[src/rtl/pingpong_pkg.sv]
// Shared constants for the pingpong paddle input path: the switch channel map
// and the per-channel auto-repeat state encoding.
package pingpong_pkg;

  localparam int SW_A_UP = 0;
  localparam int SW_A_DN = 1;
  localparam int SW_B_UP = 2;
  localparam int SW_B_DN = 3;

  typedef enum logic [1:0] {
    IDLE   = 2'd0,
    DELAY  = 2'd1,
    REPEAT = 2'd2
  } ch_state_e;

endpackage

[src/rtl/pingpong_sw_channel.sv]
// One paddle switch: 2-flop synchroniser, debounce and the press/auto-repeat FSM.
// The move pulse leaves this block unregistered; the top masks and registers it.
module pingpong_sw_channel
  import pingpong_pkg::*;
#(
  parameter int DEBOUNCE_CYCLES = 16,
  parameter int REPEAT_DELAY    = 64,
  parameter int REPEAT_RATE     = 8,
  parameter int CNT_W           = 8
) (
  input  logic clk,
  input  logic rst,
  input  logic sw_raw,
  output logic stable,
  output logic pulse
);

  localparam logic [CNT_W-1:0] DEB_LAST   = CNT_W'(DEBOUNCE_CYCLES - 1);
  localparam logic [CNT_W-1:0] DELAY_LAST = CNT_W'(REPEAT_DELAY - 1);
  localparam logic [CNT_W-1:0] RATE_LAST  = CNT_W'(REPEAT_RATE - 1);
  localparam logic [CNT_W-1:0] CNT_MAX    = '1;

  logic             sync1_q, sync1_d;
  logic             sync2_q, sync2_d;
  logic             stable_q, stable_d;
  logic [CNT_W-1:0] deb_cnt_q, deb_cnt_d;
  logic [CNT_W-1:0] rep_cnt_q, rep_cnt_d;
  ch_state_e        state_q, state_d;
  logic             pulse_d;

  always_comb begin
    sync1_d   = sw_raw;
    sync2_d   = sync1_q;
    stable_d  = stable_q;
    deb_cnt_d = '0;
    if (sync2_q != stable_q) begin
      if (deb_cnt_q == DEB_LAST) begin
        stable_d  = sync2_q;
        deb_cnt_d = '0;
      end else if (deb_cnt_q != CNT_MAX) begin
        deb_cnt_d = deb_cnt_q + 1'b1;
      end else begin
        deb_cnt_d = deb_cnt_q;
      end
    end
  end

  // A release observed in any state aborts straight back to IDLE without a pulse.
  always_comb begin
    state_d   = state_q;
    rep_cnt_d = rep_cnt_q;
    pulse_d   = 1'b0;
    if (!stable_q) begin
      state_d   = IDLE;
      rep_cnt_d = '0;
    end else begin
      case (state_q)
        IDLE: begin
          pulse_d   = 1'b1;
          state_d   = DELAY;
          rep_cnt_d = '0;
        end
        DELAY: begin
          if (rep_cnt_q == DELAY_LAST) begin
            pulse_d   = 1'b1;
            state_d   = REPEAT;
            rep_cnt_d = '0;
          end else if (rep_cnt_q != CNT_MAX) begin
            rep_cnt_d = rep_cnt_q + 1'b1;
          end
        end
        REPEAT: begin
          if (rep_cnt_q == RATE_LAST) begin
            pulse_d   = 1'b1;
            rep_cnt_d = '0;
          end else if (rep_cnt_q != CNT_MAX) begin
            rep_cnt_d = rep_cnt_q + 1'b1;
          end
        end
        default: begin
          state_d   = IDLE;
          rep_cnt_d = '0;
        end
      endcase
    end
  end

  always_ff @(posedge clk or posedge rst) begin
    if (rst) begin
      sync1_q   <= 1'b0;
      sync2_q   <= 1'b0;
      stable_q  <= 1'b0;
      deb_cnt_q <= '0;
      rep_cnt_q <= '0;
      state_q   <= IDLE;
    end else begin
      sync1_q   <= sync1_d;
      sync2_q   <= sync2_d;
      stable_q  <= stable_d;
      deb_cnt_q <= deb_cnt_d;
      rep_cnt_q <= rep_cnt_d;
      state_q   <= state_d;
    end
  end

  assign stable = stable_q;
  assign pulse  = pulse_d;

endmodule

[src/rtl/pingpong_paddle_input.sv]
// Paddle switch conditioning: per-switch channels, then per-player up/down
// conflict masking and the registered one-cycle move pulses.
module pingpong_paddle_input
  import pingpong_pkg::*;
#(
  parameter int NUM_SW          = 4,
  parameter int DEBOUNCE_CYCLES = 16,
  parameter int REPEAT_DELAY    = 64,
  parameter int REPEAT_RATE     = 8,
  parameter int CNT_W           = 8
) (
  input  logic              clk,
  input  logic              rst,
  input  logic [NUM_SW-1:0] sw,
  output logic [NUM_SW-1:0] sw_stable,
  output logic              move_up_a,
  output logic              move_dn_a,
  output logic              move_up_b,
  output logic              move_dn_b
);

  logic [NUM_SW-1:0] stable_w;
  logic [NUM_SW-1:0] pulse_w;
  logic [NUM_SW-1:0] move_q, move_d;
  logic              conflict_a, conflict_b;

  for (genvar gi = 0; gi < NUM_SW; gi++) begin : g_ch
    pingpong_sw_channel #(
      .DEBOUNCE_CYCLES(DEBOUNCE_CYCLES),
      .REPEAT_DELAY   (REPEAT_DELAY),
      .REPEAT_RATE    (REPEAT_RATE),
      .CNT_W          (CNT_W)
    ) u_ch (
      .clk   (clk),
      .rst   (rst),
      .sw_raw(sw[gi]),
      .stable(stable_w[gi]),
      .pulse (pulse_w[gi])
    );
  end

  // Both directions held by one player cancels that player's moves only;
  // the channel FSMs keep counting so repeats resume on the right beat.
  always_comb begin
    conflict_a      = stable_w[SW_A_UP] & stable_w[SW_A_DN];
    conflict_b      = stable_w[SW_B_UP] & stable_w[SW_B_DN];
    move_d          = '0;
    move_d[SW_A_UP] = pulse_w[SW_A_UP] & ~conflict_a;
    move_d[SW_A_DN] = pulse_w[SW_A_DN] & ~conflict_a;
    move_d[SW_B_UP] = pulse_w[SW_B_UP] & ~conflict_b;
    move_d[SW_B_DN] = pulse_w[SW_B_DN] & ~conflict_b;
  end

  always_ff @(posedge clk or posedge rst) begin
    if (rst) begin
      move_q <= '0;
    end else begin
      move_q <= move_d;
    end
  end

  assign sw_stable = stable_w;
  assign move_up_a = move_q[SW_A_UP];
  assign move_dn_a = move_q[SW_A_DN];
  assign move_up_b = move_q[SW_B_UP];
  assign move_dn_b = move_q[SW_B_DN];

endmodule

[config.mk]
export PLATFORM = sky130hd
export DESIGN_NAME = pingpong_paddle_input
export DESIGN_NICKNAME = d
export VERILOG_FILES = /design/src/rtl/pingpong_pkg.sv /design/src/rtl/pingpong_sw_channel.sv /design/src/rtl/pingpong_paddle_input.sv
export SDC_FILE = /design/constraint.sdc
export NUM_CORES = 1
export LEC_CHECK = 0
export ABC_AREA = 1
export CELL_PAD_IN_SITES_DETAIL_PLACEMENT = 1
export CELL_PAD_IN_SITES_GLOBAL_PLACEMENT = 2
export CORE_ASPECT_RATIO = 1.1
export CORE_MARGIN = 3
export CORE_UTILIZATION = 37
export CTS_CLUSTER_SIZE = 24
export DETAILED_ROUTE_END_ITERATION = 10
export PLACE_DENSITY_LB_ADDON = 0.1
export RECOVER_POWER = 25
export SLEW_MARGIN = 30
export SYNTH_ARGS = -nofsm -noshare
export SYNTH_HDL_FRONTEND = slang
export SYNTH_HIERARCHICAL = 1
export SYNTH_SLANG_ARGS = --single-unit
export TNS_END_PERCENT = 20
[constraint.sdc]
create_clock -name clk -period 1.55 [get_ports clk]
set_input_delay 0.3875 -clock clk [delete_from_list [all_inputs] [get_ports clk]]
set_output_delay 0.3875 -clock clk [all_outputs]
set_load 0.01 [all_outputs]
# Word level (Yosys, flattened, before mapping)
# Index checks and enable logic that the tools add are counted.
# W data, S select, Z words.
[totals]
register_bits = 88
latchBits = 0
ram_bits = 0
mem_bits_ro = 0
inputBits = 6
out_inout_bits = 8
wordCells = 157
mem_count = 0
[op_classes]
n_addsub = 8
multipliers = 0
div = 0
n_lt_le_gt_ge = 0
n_eq_ne = 44
n_shift = 0
muxes = 60
bitwise = 8
reduce_logical = 12
[op_table]
columns = ["operator", "n"]
rows = [
  ["$mux W8", 28],
  ["$add A8 B1 Y8 const B", 8],
  ["$ne A8 B8 Y1 const B", 8],
  ["$pmux W8 S2", 4],
  ["$eq A8 B3 Y1 const B", 4],
  ["$eq A8 B4 Y1 const B", 4],
  ["$eq A8 B6 Y1 const B", 4],
  ["$ne A3 B3 Y1 const B", 8],
  ["$pmux W2 S3", 4],
  ["$mux W2", 8],
  ["$reduce_and A2 Y1", 8],
  ["$mux W1", 12],
  ["$pmux W1 S3", 4],
  ["$eq A2 B1 Y1 const B", 4],
  ["$eq A2 B2 Y1 const B", 4],
  ["$logic_not A2 Y1", 4],
  ["$ne A2 B2 Y1 const B", 4],
  ["$and A1 B1 Y1", 6],
  ["$ne A1 B1 Y1", 4],
  ["$not A1 Y1", 2],
]

# Logic depth before layout (Yosys ltp)
# Gate-level depths: netlist of run 1.
[depth]
depth_word = 5
mapped_depth = 9

# By module
# The synthesis of run 1 kept the hierarchy.
[modules_own_cells]
columns = ["mod", "n_inst", "cells_per_inst", "area_per_inst_um2", "seq_area_each_um2"]
rows = [
  ["pingpong_sw_channel", 4, 175, 1292.5, 525.5],
  ["pingpong_paddle_input", 1, 13, 138.9, 100.1],
]

# Worst setup path after synthesis of run 1
# No wires, ideal clock.
[synth_path]
path_type = "reg2reg"
from = "register g_ch[3].u_ch.rep_cnt_q[1]"
to = "register g_ch[3].u_ch.rep_cnt_q[5]"
setup_time_ns = 0.122
t_arrival_ns = 1.106
setup_slack_ns = 0.322
stages_incl_launch_ff = 9
path_cell_list = "dfrtp_1 > ha_1 > nand2_2 > nor2_4 > nand2_1 > nand2_1 > nand2_2 > nand2_4 > nor2_1"
[synth_via]
elab_chain_len = 5
elab_cells_between_ends = 9
[synth_lines]
columns = ["element", "line", "text"]
rows = [
  ["start: declaration", "pingpong_sw_channel.sv:27", "logic [CNT_W-1:0] rep_cnt_q, rep_cnt_d;"],
  ["start signal: assignment", "pingpong_sw_channel.sv:101", "rep_cnt_q <= rep_cnt_d;"],
  ["$add A8 B1 Y8 or $ne A8 B8 Y1 (tied branches)", "--", ""],
  ["$mux W8", "pingpong_sw_channel.sv:68, pingpong_sw_channel.sv:76", ""],
  ["$mux W8 (on tied branches)", "pingpong_sw_channel.sv:73, pingpong_sw_channel.sv:64", ""],
  ["$pmux W8 S2 *", "pingpong_sw_channel.sv:57", "case (state_q)"],
  ["$mux W8 *", "pingpong_sw_channel.sv:53", "if (!stable_q) begin"],
  ["net g_ch[3].u_ch.rep_cnt_d[5]", "pingpong_sw_channel.sv:27", ""],
]
# The timed path passes the listed nets; every way through them passes the cells marked *.
# A chain may end at the register's enable or synchronous reset.

# Worst setup path in the final report of run 1
[layout_path]
from = "register g_ch[3].u_ch.stable_q"
to = "output port sw_stable[3]"
[layout_lines]
columns = ["element", "line", "text"]
rows = [
  ["start: declaration", "pingpong_sw_channel.sv:25", "logic stable_q, stable_d;"],
  ["start signal: assignment", "pingpong_sw_channel.sv:99", "stable_q <= stable_d;"],
  ["end: declaration", "pingpong_paddle_input.sv:15", "output logic [NUM_SW-1:0] sw_stable,"],
]
# No word-level cell between the ends.

==> metrics.yaml, run 1 <==
crit_start: "g_ch[3].u_ch/stable$_DFFE_PP0P_"
antennaDiodeCount: 0
setup_violations: 0
ctsHtreeMaxLevel: 3
multiInputGateArea_mm2: 0.002685
powerDensity_mw_per_mm2: 867.5
die_area_mm2: 0.01582
regArea_mm2: 0.002202
whs_ns: 0.3516
worst_pin_slew_ns: 0.5817
cp_max_fo: 2
n_fill_cell: 1766
syn-num-nets: 747
syn-cell-area_mm2: 0.005309
finalCritPeriodShare_pct: 91.81
ant_nets: 0
rsz0062_at_grt: "true"
cp_cell_sequence: "dlygate4sd2_1"
grt_pass1_vias: 4707
grt_max_degree: 22
cap_violations: 0
hold_viol: 0
slew_headroom_pct: 61.22
worst_setup_path_start_kind: "register"
dp.cells: 922
yosys_warnings: 6
worstSetupPathType: "register to primary output"
core_region_area_mm2: 0.01391
timing.rr.start: "g_ch[2].u_ch/rep_cnt_q[1]$_DFF_PP0_"
routed_via_density: 4.864
num_rows: 45
nets: 782
fin_skew_ns: 0.006062
tns_ns: 0
syn-mean-instance-area_um2: 7.446
cts.sinks: 88
initial_core_util_pct: 38.17
drtIter0Drc: 160
ys_seq_area_share_pct: 41.48
clkTransAtPathRegs_ns: 0.06
slowest_delay_ns: 0.40
ir_worst_vdd_mv: 0.3344
slew_violations: 0
via_count: 4577
layout_min_cycle_time_ns: 1.423
clock.fmax_ghz: 0.7027
die_h_um: 131.6
die-width_um: 120.2
cts_tree: "done"
grt_pass1_wl_mm: 21.45
root_buffer: "clkbuf_16"
required_ns: 1.16
netlist_instances: 713
cp_top_family: "flip-flops"
clock_path_buffers: 2
critPathBufInv: 1
synth_seq_cells: 88
finalWorstSetupSlack_ns: 0.1269
outcome: "finished clean"
synthDistinctLibCells: 19
clock_latency_ns: 0.35
wl_per_cell_um: 12.60
final_core_util_pct: 44.17
cts-buffers-inserted: 9
pin_count: 14
dp_slack_ns: 0.1169
cp_slowest_cell: "dfrtp_1"
dr.pass1.iters: 4
overflow: 0
grt_util_all_layers_pct: 16.25
routed_wl_mm: 11.85
io_buffers: 13
dp_hpwl_mm: 8.881
drive_above_1_share_pct: 8.101
leakage_nw: 3.204
area_delta_synth_final_pct: 15.72
antenna_found_initial: 0
gp_congestion: 0.7771
end_kind: "primary output"
fin_cells: 941
min_from: "g_ch[3].u_ch/sync1_q$_DFF_PP0_"
hold_path_class: "register to register"
drcViolationCount: 0
arrival_ns: 1.04
power by group:
| group | leakage, nW | total, mW | switching, mW | internal (mW) |
|---|---|---|---|---|
| combinational | 1.82 | 0.154 | 0.102 | 0.0522 |
| clock | 0.187 | 2.81 | 0.913 | 1.90 |
| sequential | 1.20 | 2.36 | 0.0299 | 2.33 |
registers in the layout, summed over array words and instances, names as in the netlist:
name / count
g_ch.u_ch/rep_cnt_q: 32
g_ch.u_ch/sync1_q: 4
g_ch.u_ch/deb_cnt_q: 32
g_ch.u_ch/sync2_q: 4
g_ch.u_ch/state_q: 8
move_q: 4
g_ch.u_ch/stable: 4
cells in the final DEF, fill, tap and decap left out:
cell type and instances:
ha_1 26, dlygate4sd2_1 8, dlygate4sd3_1 5, o21ai_0 24, nand2_1 192, nor3_1 4
a21oi_1 12, inv_1 109, dfrtp_1 88, nor2_4 8, xor2_1 8, nand2_2 8
clkbuf_1 1, clkbuf_16 9, nand4_2 4, clkinv_2 1, nand4_1 28, nand2_4 8
ha_2 1, clkbuf_2 2, nand3b_1 12, nor2_2 1, a21boi_0 4, nand3_1 60
nor2_1 103, o21bai_1 8, buf_4 13, ha_4 1, bufinv_16 5
layer usage:
| metal | GRT usage, % | up-vias | wire length (um) |
|---|---|---|---|
| met2 | 28.08 | 23 | 5960 |
| li1 | - | 2337 | - |
| met3 | 2.540 | 16 | 216 |
| met5 | 0 | - | 0 |
| met1 | 20.32 | 2201 | 5441 |
| met4 | 6.171 | 0 | 235 |
what timing repair did:
item / 4_1_cts / 5_1_grt
pin swaps: 0 / 1
endpoints found under the setup margin: 8 / 21
setup buffers: 0 / 3
hold buffers: 0 / 0
resized for setup: 8 / 4
worst paths after layout:
| kind | endpoint | cells after the start | slack, ns |
|---|---|---|---|
| hold reg to reg | g_ch[3].u_ch/sync2_q$_DFF_PP0_ | 0 | 0.35 |
| max in group asynchronous | g_ch[0].u_ch/deb_cnt_q[5]$_DFFE_PP0P_ | 3 | 0.43 |
| setup / recovery | sw_stable[3] | 1 | 0.13 |
| hold / removal | g_ch[3].u_ch/sync2_q$_DFF_PP0_ | 0 | 0.35 |
| min in group asynchronous | move_q[0]$_DFF_PP0_ | 2 | 0.50 |
| setup reg to reg | g_ch[2].u_ch/rep_cnt_q[6]$_DFF_PP0_ | 8 | 0.15 |
synthesized netlist by cell type (all sizes together):
cell / instances / area share [%]
nand2: 208 / 16
nor2: 112 / 9.1
inv: 109 / 7.7
dfrtp: 88 / 41
nand3: 60 / 5.7
nand4: 32 / 4.2
ha: 28 / 6.6
o21ai: 24 / 2.3
a21oi: 12 / 1.1
nand3b: 12 / 1.7
o21bai: 8 / 1.1
xor2: 8 / 1.3
a21boi: 4 / 0.57
buf: 4 / 0.57
nor3: 4 / 0.38
stage by stage:
| step | area, um^2 | total power, mW |
|---|---|---|
| detailed placement | 5747 | 2.576 |
| finish | 6143 | 5.329 |
| CTS | 6121 | 5.441 |
| floorplan | 5309 | 2.501 |
| global placement | 5747 | 2.567 |
| global route | 6143 | 5.541 |
cell families after synthesis:
logic type,synth area share [%]
flip-flops,41.48
AND/OR/NAND/NOR,37.24
AO/OA/AOI/OAI,5.091
adder cells (fa/ha/maj),6.599
XOR/XNOR,1.320
buffers and inverters,8.272
layout make-up:
| cell class | count | area share [%] |
|---|---|---|
| inverters | 109 | 6.660 |
| clock buffers | 10 | 3.727 |
| multi-input cells | 512 | 43.71 |
| clock inverters | 6 | 2.525 |
| flip-flops and latches | 88 | 35.85 |
| well taps | 188 | 3.829 |
| repair buffers | 28 | 3.707 |
Power figures use the tool's default switching activity.
==> run 2: changes to the inputs <==
- CORE_UTILIZATION: 37 -> 38
- GPL_TIMING_DRIVEN: default -> 0
- SYNTH_HIERARCHICAL: 1 -> default
==> run 2 against run 1 <==
Against the previous run: synthesized cell count is 7.6% lower; cell count shrank 6.7%; first-iteration DRC count shrank 28%; total power decreased by 13%; die area fell by 4.7%; non-clock buffer count rose by 2; highest routed layer unchanged; critical path depth grew 7; largest cell class unchanged.
==> metrics.yaml, run 2 <==
routed_via_density: 4.800  # -1.3%
multiInputGateArea_mm2: 0.002574  # -4.1%
routed_wl_mm: 11.38  # -4.0%
final_cell_mix: "151 x nand2_1, 93 x inv_1, 87 x dfrtp_1"
syn-mean-instance-area_um2: 7.866  # +5.6%
synth_seq_cells: 88  # unchanged
top_regs: "g_ch.u_ch.deb_cnt_q x32, g_ch.u_ch.rep_cnt_q x32, g_ch.u_ch.state_q x8"
synth_top_area_cell: "dfrtp_1"
ctsHtreeMaxLevel: 3  # unchanged
ys_top_cells_by_area: "dfrtp_1 42%, nand2_1 11%, inv_1 6.8%, ha_1 6.8%, nor2_1 5.4%"
pin_count: 14  # unchanged
hold_viol: 0  # unchanged
drtIter0Drc: 115  # -28%
die_h_um: 128.5  # -2.4%
slew_violations: 0  # unchanged
grt_pass1_vias: 4504  # -4.3%
dp_slack_ns: -0.04235  # -0.1593 ns
worst_pin_slew_ns: 0.5629  # -0.01884 ns
place_area_mm2: 0.005615  # -2.3%
clock_path_buffers: 2  # unchanged
syn-num-nets: 693  # -7.2%
layout_min_cycle_time_ns: 1.437  # +0.01394 ns
grt_pass1_wl_mm: 20.32  # -5.2%
ys_async_sr_fraction_pct: 100.0  # unchanged
cap_violations: 0  # unchanged
hold_path_class: "register to register"
whs_ns: 0.3509  # -0.0006800 ns
r2r_setup_slack_ns: 0.11  # -0.04 ns
dp.cells: 859  # -6.8%
path_common_cell: "nand2_2"
yosys_warnings: 0  # -6
antennaDiodeCount: 0  # unchanged
drive_above_1_share_pct: 12.68  # +4.6 points
netlist_instances: 659  # -7.6%
dr.pass1.iters: 4  # unchanged
synthTopCellsByCount: "153 x nand2_1, 94 x inv_1, 88 x dfrtp_1"
powerDensity_mw_per_mm2: 780.5  # -10%
die-width_um: 117.4  # -2.4%
fin_skew_ns: 0.004950  # -0.001112 ns
cp_slowest_cell: "dfrtp_1"
finalCritPeriodShare_pct: 92.71  # +0.90 points
nets: 725  # -7.3%
arrival_ns: 1.67  # +0.63 ns
worst_setup_path_start_kind: "register"
die_area_mm2: 0.01508  # -4.7%
ys_seq_area_share_pct: 42.48  # +1.0 points
end_kind: "register"
n_fill_cell: 1606  # -9.1%
regArea_mm2: 0.002203  # about the same
syn-cell-area_mm2: 0.005184  # -2.4%
antenna_found_initial: 0  # unchanged
num_rows: 44  # -2.2%
yosysTopAreaCellShare_pct: 42.48  # +1.0 points
fin_cells: 878  # -6.7%
setup_violations: 0  # unchanged
cp_max_fo: 8  # +6
synthDistinctLibCells: 31  # +12
grt_util_all_layers_pct: 16.11  # -0.14 points
area_delta_synth_final_pct: 14.43
layout_commonest_cell: "nand2_1"
rsz0062_at_grt: "true"
clock.fmax_ghz: 0.6959  # -0.97%
dp_hpwl_mm: 8.686  # -2.2%
cts.sinks: 88  # unchanged
drcViolationCount: 0  # unchanged
cts-buffers-inserted: 9  # unchanged
yosysMostFrequentCell: "nand2_1"
io_buffers: 13  # unchanged
wl_per_cell_um: 12.97  # +2.9%
ir_worst_vdd_mv: 0.3649  # +9.1%
core_region_area_mm2: 0.01327  # -4.6%
clkTransAtPathRegs_ns: 0.06  # about the same
required_ns: 1.78  # +0.62 ns
via_count: 4214  # -7.9%
hold_buffers: 0  # unchanged
synth_edf_count: 0  # unchanged
leakage_nw: 2.965  # -7.5%
cts_tree: "done"
overflow: 0  # unchanged
clock_latency_ns: 0.34  # about the same
ant_nets: 0  # unchanged
gp_congestion: 0.7859  # +1.1%
slew_headroom_pct: 62.40  # +1.2 points
slowest_delay_ns: 0.39  # about the same
final_cell_area_mm2: 0.005932  # -3.4%
cp_cell_sequence: "ha_2, inv_1, nor2_2, nand3_1, nand2_2, nand2_2, nand2_4, nor2_1"
initial_core_util_pct: 39.07  # +0.90 points
root_buffer: "clkbuf_16"
finalWorstSetupSlack_ns: 0.1130  # -0.01394 ns
outcome: "finished clean"
synth_ff_type: "dfrtp_1"
worstSetupPathType: "register to register"
grt_max_degree: 25  # +14%
-- run 2: metal layers --
metal	vias to the layer above	wire length, um	track usage (%)	part of all wire (%)
met1	2041	5130	19.14	45
met5	-	0	0	0
met4	0	205	6.901	1.8
met2	13	5881	29.18	52
li1	2148	-	-	-
met3	12	166	2.549	1.5
-- run 2: worst paths after layout --
| check | cells after the start | from | end |
|---|---|---|---|
| hold reg to reg | 0 | g_ch[0].u_ch.sync1_q$_DFF_PP0_ | g_ch[0].u_ch.sync2_q$_DFF_PP0_ |
| max in group asynchronous | 3 | rst | g_ch[1].u_ch.sync1_q$_DFF_PP0_ |
| hold / removal | 0 | g_ch[0].u_ch.sync1_q$_DFF_PP0_ | g_ch[0].u_ch.sync2_q$_DFF_PP0_ |
| setup / recovery | 8 | g_ch[1].u_ch.rep_cnt_q[0]$_DFF_PP0_ | g_ch[1].u_ch.rep_cnt_q[0]$_DFF_PP0_ |
| setup reg to reg | 8 | g_ch[1].u_ch.rep_cnt_q[0]$_DFF_PP0_ | g_ch[1].u_ch.rep_cnt_q[0]$_DFF_PP0_ |
| min in group asynchronous | 2 | rst | g_ch[1].u_ch.rep_cnt_q[1]$_DFF_PP0_ |
-- run 2: kinds of logic (layout without fill, tap and decap cells) --
| family | Yosys count | count (layout) | share of synthesized area, % |
|---|---|---|---|
| flip-flops | 88 | 88 | 42.48 |
| AO/OA/AOI/OAI | 50 | 50 | 5.190 |
| adder cells (fa/ha/maj) | 28 | 28 | 6.758 |
| XOR/XNOR | 15 | 15 | 3.114 |
| AND/OR/NAND/NOR | 369 | 369 | 33.91 |
| buffers and inverters | 109 | 144 | 8.544 |
-- run 2: repair_timing --
action	CTS	global route
buffers inserted	0	5
pin swaps	0	6
setup endpoints to repair	8	25
resized for setup	8	11
-- run 2: area by class of cell --
cell class	count	share of cell area [%]
Sequential cell	88	37.14
Clock inverter	1	0.5062
Tap cell	184	3.881
Buffer	9	1.139
Timing Repair Buffer	21	3.501
Multi-Input combinational cell	462	43.39
Clock buffer	13	4.050
Inverter	100	6.391
-- run 2: metrics by stage --
stage          utilization, %  setup TNS, ns  power (mW)
5_1_grt                 44.71       -0.06001       4.841
3_5_place_dp            42.32        -0.8604       2.583
4_1_cts                 44.26              0       4.708
6_report                44.71              0       4.630
2_1_floorplan               -              0       2.503
3_3_place_gp            41.81         -82.66       2.553
-- run 2: power by group --
part | internal, mW | leakage (nW) | switching [mW]
clock | 1.23 | 0.130 | 0.855
combinational | 0.0692 | 1.64 | 0.105
sequential | 2.33 | 1.20 | 0.0329
-- run 2: worst max-delay path: cells and delay by family, from the launching register on --
| kind | cells | cell delay [ns] |
|---|---|---|
| buf+inv | 1 | 0.06 |
| flops | 1 | 0.39 |
| simple gates | 6 | 0.65 |
| fa+ha+maj | 1 | 0.23 |
